[config.mk]
export PLATFORM = sky130hd
export DESIGN_NAME = dmem_arbiter
export DESIGN_NICKNAME = d
export VERILOG_FILES = /design/src/rtl/dmem_arbiter.sv
export SDC_FILE = /design/constraint.sdc
export NUM_CORES = 1
export LEC_CHECK = 0
export BUFFER_PORTS_ARGS = -buffer_cell sky130_fd_sc_hd__buf_2
export CAP_MARGIN = 20
export CORE_ASPECT_RATIO = 0.75
export CORE_MARGIN = 2
export CORE_UTILIZATION = 37
export DETAILED_ROUTE_END_ITERATION = 10
export PLACE_DENSITY = 0.75
export SYNTH_ARGS = -nofsm -noshare
export SYNTH_HDL_FRONTEND = slang
export SYNTH_SLANG_ARGS = --single-unit
[constraint.sdc]
create_clock -name clk -period 1.08 [get_ports clk]
set_input_delay 0.054 -clock clk [delete_from_list [all_inputs] [get_ports clk]]
set_output_delay 0.054 -clock clk [all_outputs]
set_load 0.02 [all_outputs]
[src/rtl/dmem_arbiter.sv]
// dmem_arbiter: two-port round-robin arbiter and IDLE->ACCESS->RESP sequencer for a single-port data memory
//   Ports: clk/reset (async, active-low); per port N in {0,1}: reqN, weN, addrN, wdataN in,
//   gntN (combinational accept), rvalidN (one-cycle completion), rdataN out;
//   mem_address/mem_write_data/mem_write to the memory, mem_read_data from it;
//   contention_cnt counts IDLE cycles with both requests (built only with ARB_PERF_CNT_EN).
module dmem_arbiter #(
  parameter int ADDR_W = 16,
  parameter int DATA_W = 16,
  parameter int CNT_W  = 16
) (
  input  logic              clk,
  input  logic              reset,
  input  logic              req0,
  input  logic              req1,
  input  logic              we0,
  input  logic              we1,
  input  logic [ADDR_W-1:0] addr0,
  input  logic [ADDR_W-1:0] addr1,
  input  logic [DATA_W-1:0] wdata0,
  input  logic [DATA_W-1:0] wdata1,
  output logic              gnt0,
  output logic              gnt1,
  output logic              rvalid0,
  output logic              rvalid1,
  output logic [DATA_W-1:0] rdata0,
  output logic [DATA_W-1:0] rdata1,
  output logic [ADDR_W-1:0] mem_address,
  output logic [DATA_W-1:0] mem_write_data,
  output logic              mem_write,
  input  logic [DATA_W-1:0] mem_read_data,
  output logic [CNT_W-1:0]  contention_cnt
);
  typedef enum logic [1:0] {IDLE, ACCESS, RESP} state_t;
  state_t state_q, state_d;
  // last_q doubles as the id of the access in flight: both are written only at the accept edge.
  logic last_q, last_d;
  logic win1, idle, acc;
  logic [ADDR_W-1:0] addr_q, addr_d;
  logic [DATA_W-1:0] wdata_q, wdata_d, resp_q, resp_d;
  logic we_q, we_d;
  always_comb begin
    idle    = state_q == IDLE;
    win1    = req1 & (~req0 | ~last_q);
    gnt1    = idle & win1;
    gnt0    = idle & req0 & ~win1;
    acc     = gnt0 | gnt1;
    state_d = idle ? ((req0 | req1) ? ACCESS : IDLE) : (state_q == ACCESS ? RESP : IDLE);
    last_d  = acc ? gnt1 : last_q;
    // Memory pins load only on the accept edge and clear on the next one, so they are live for exactly the ACCESS cycle.
    we_d    = acc & (gnt1 ? we1 : we0);
    addr_d  = acc ? (gnt1 ? addr1 : addr0) : '0;
    wdata_d = acc ? (gnt1 ? wdata1 : wdata0) : '0;
    resp_d  = state_q == ACCESS ? (we_q ? '0 : mem_read_data) : resp_q;
    rvalid0 = state_q == RESP & ~last_q;
    rvalid1 = state_q == RESP & last_q;
    rdata0  = rvalid0 ? resp_q : '0;
    rdata1  = rvalid1 ? resp_q : '0;
  end
  always_ff @(posedge clk or negedge reset)
    if (!reset) begin
      state_q <= IDLE;
      last_q  <= 1'b1;
      we_q    <= 1'b0;
      addr_q  <= '0;
      wdata_q <= '0;
      resp_q  <= '0;
    end else begin
      state_q <= state_d;
      last_q  <= last_d;
      we_q    <= we_d;
      addr_q  <= addr_d;
      wdata_q <= wdata_d;
      resp_q  <= resp_d;
    end
  assign mem_write      = we_q;
  assign mem_address    = addr_q;
  assign mem_write_data = wdata_q;
`ifdef ARB_PERF_CNT_EN
  logic [CNT_W-1:0] cnt_q, cnt_d;
  always_comb cnt_d = (idle & req0 & req1 & ~&cnt_q) ? cnt_q + CNT_W'(1) : cnt_q;
  always_ff @(posedge clk or negedge reset)
    if (!reset) cnt_q <= '0;
    else cnt_q <= cnt_d;
  assign contention_cnt = cnt_q;
`else
  assign contention_cnt = '0;
`endif
endmodule

==> metrics.md <==
| Metric | Value |
|---|---|
| Proportion of layout cells with a drive suffix above 1 | `45.5%` |
| Initial antenna violation count | `0` |
| Grt met3 use | `8.08%` |
| Crit-path max FO | `17` |
| CTS tree | `built` |
| CTS H-Tree Depth | `2` |
| Failing checks | `negative setup slack` |
| CP Capture Type | `output pin` |
| Via density | `~4.7` |
| Fin crit share | `142%` |
| Crit path DAT | `1480 ps` |
| Met2 Usage GRT | `42.0%` |
| Peak VDD IR | `1120 uV` |
| Min-Delay Path Class | `in -> reg` |
| Fin. max-slew vios | `0` |
| Yosys reg bits | `between 50 and 60` |
| Startpoint type of the worst setup path | `register` |
| Initial Utilization | `38.9%` |
| RSZ-0062 raised after global routing | `yes` |
| DRC errors left | `0` |
| Min cycle time layout | `about 1500 ps` |
| Worst path slowest cell | `dfstp_2` |
| Status | `finished with violations` |
| Cell area after synthesis | `2480 um^2` |
| Synth cell types | `22` |
| Syn Inst Count | `279` |
| Placed cell count | `between 500 and 600` |
| Most Crowded Layer GR | `met2` |
| Core region area | `roughly 6400 um^2` |
| Die area | `around 7400 um^2` |
| Routed wire per std cell | `15.1 um` |
| Max Clock Freq | `650 MHz` |
| Total clock sinks | `52` |
| First-pass GRT wire length | `13.6 mm` |
| DP Worst Slack | `-178 ps` |
| Total GRT Usage | `a little under a quarter` |
| Die X | `between 90 and 100 um` |
| Final net count | `a little under 600` |
| Final ANT Viol Nets | `0` |
| Max-cap viol count | `0` |
| I/O Buffers | `154` |
| Clock Tree Buf Depth | `2` |
| CTS Buf Count | `5` |
| WS Path Type | `reg -> out` |
| Met1 Use GR | `26.6%` |
| Initial DRC Count | `between 100 and 150` |
| Root Buffer Master | `clkbuf_8` |
| Post-DP Area | `3430 um^2` |
| Area of the multi-input gates | `approximately 1100 um^2` |
| Flip-flop and latch area | `1310 um^2` |
| Fillcell total | `432` |
| Setup Skew | `approximately 6.3 ps` |
| Ports | `171` |
| Routed vias | `2774` |
| Reg clk slew, reported paths | `90 ps` |
| Ys Warns | `0` |
| Power consumption | `8.84 mW` |
| Die H | `74.9 um` |
| Row count | `25` |
| Number of diodes | `0` |
| Vias in the first global route | `2819` |
| Grt ovf | `0` |
| WL final | `8.95 mm` |
| Dpl hpwl | `4.87 mm` |
| Critical Path, Cell by Cell | `and3b_2 > buf_12 > and2_2 > buf_6` |
| Sequential area share after synthesis | `52.5%` |
| Syn Area/Cell | `8.90 um^2` |
| Pleak | `2.43 nW` |
| Final instance area | `4600 um^2` |
| Area Growth Syn to Fin | `85.4%` |
| Drt first pass iters | `4` |
| Final std cells w/o fill | `593` |
| Pwr/cell area | `1920 nW/um^2` |
| Fin. Hold Viols | `0` |
| Global placer's final weighted congestion | `0.731` |
| Max incr delay on CP | `570 ps` |
| Critical path required time | `1030 ps` |
| Largest net degree at the start of global routing | `53` |
| Clock latency on the worst-skew pair | `300 ps` |
| Final WS setup | `-459 ps` |
| Final setup violation count | `86` |
[area by class of cell]
type | instances | share of cell area, %
Multi-Input combinational cell | 207 | 24.4
Tap cell | 81 | 2.20
Sequential cell | 52 | 28.4
Inverter | 2 | 0.163
Clock inverter | 2 | 0.217
Clock buffer | 6 | 1.79
Timing Repair Buffer | 243 | 42.9
[kinds of logic (layout without fill, tap and decap cells)]
kind of cell    after synthesis  after routing  share of synthesized area, %
compound gates               53             53                          11.4
buf+inv                      35            253                          9.43
flops                        52             52                          52.5
other cells                   1             16                         0.151
simple gates                138            138                          26.5
[through the flow]
step	hold WS (ps)	TNS, ps	util [%]
2_1_floorplan	-242	-3530	-
3_3_place_gp	73.1	-6990	53.7
3_5_place_dp	67.3	-8370	53.7
4_1_cts	0.515	-22960	70.1
5_1_grt	5.86	-26730	72.1
6_report	4.96	-21520	72.1
[cells in the final DEF, fill, tap and decap left out]
master         synthesis  routed
a21oi_2                0       6
and2_2                 0      14
nand2b_4               0       1
dfstp_2                1       1
o21ai_1                0       6
o21ai_2                1       7
buf_12                 0       9
conb_1                 1      16
a21boi_4               0       1
clkbuf_8               0       6
dfrtp_1               51      49
buf_16                 0       1
and2_4                 0      13
nor3_2                 0       1
o21ai_0               16       4
buf_4                 19       9
nor2b_1                1       1
dlygate4sd3_1          0      68
inv_1                  2       2
a21oi_1               33      27
and2_1                32       5
clkinv_2               0       2
nor2_1                 2       2
nand2_1               83      82
a22o_1                 1       1
dfrtp_2                0       2
nand2_2                0       1
nand2b_1              17      16
buf_6                  3      35
a21bo_2                0       1
and3b_2                0       1
nor3b_2                1       1
clkbuf_16              0       1
buf_2                  7     120
[layer usage]
| layer | routed length, um | vias up |
|---|---|---|
| met4 | 121 | 0 |
| met5 | 0 | - |
| met3 | 796 | 14 |
| li1 | - | 1311 |
| met1 | 3430 | 1306 |
| met2 | 4600 | 143 |
[Yosys cell counts (all sizes together)]
library cell,number,area [um^2]
nor2b,1,6.26
buf,29,211
nor3b,1,12.5
a21boi,1,11.3
a22o,1,8.76
conb,1,3.75
and2,32,200
a21bo,1,10.0
dfrtp,51,1280
a21oi,33,165
clkbuf,4,15.0
and3b,1,8.76
dfstp,1,26.3
nor2,2,7.51
nand2b,17,106
nand2,83,312
o21ai,17,88.8
nor3,1,5.00
inv,2,7.51
[worst max-delay path: cells and delay by family (launching register included)]
family        cells  cell delay, ps
flops             1             570
buf+inv           2             240
simple gates      2             370
[sequential cells by signal, summed over array words and instances (netlist names)]
register and cells:
mem_address 16, mem_write_data 16, resp_q 16, state_q 2
last_q 1, mem_write 1
[power by group]
part / switching [mW] / leakage, nW / internal (mW) / total, mW
sequential: 0.391 / 0.673 / 2.63 / 3.02
clock: 0.613 / 0.0510 / 0.513 / 1.13
combinational: 2.53 / 1.71 / 2.17 / 4.69
[worst paths after layout]
check                           slack [ps]            endpoint  cells after the start         startpoint
worst max-delay path                  -460          rdata1[15]                      4             last_q
worst min-delay path                     5          resp_q[11]                      3  mem_read_data[11]
worst max register to register        -220  mem_write_data[14]                      6             last_q
worst min register to register         510           resp_q[3]                      2          resp_q[3]
max in group asynchronous              520              last_q                      3              reset
min in group asynchronous              280           resp_q[3]                      3              reset
[what timing repair did]
item                                   in CTS  in global routing
hold buffers                               66                  2
buffers inserted                            3                  1
endpoints found under the hold margin      88                  2
resized for setup                          79                 26
pin swaps                                   6                  7
setup endpoints to repair                  75                 87
cloned                                      2                  1
No activity file was read; power rests on OpenSTA's default activity.
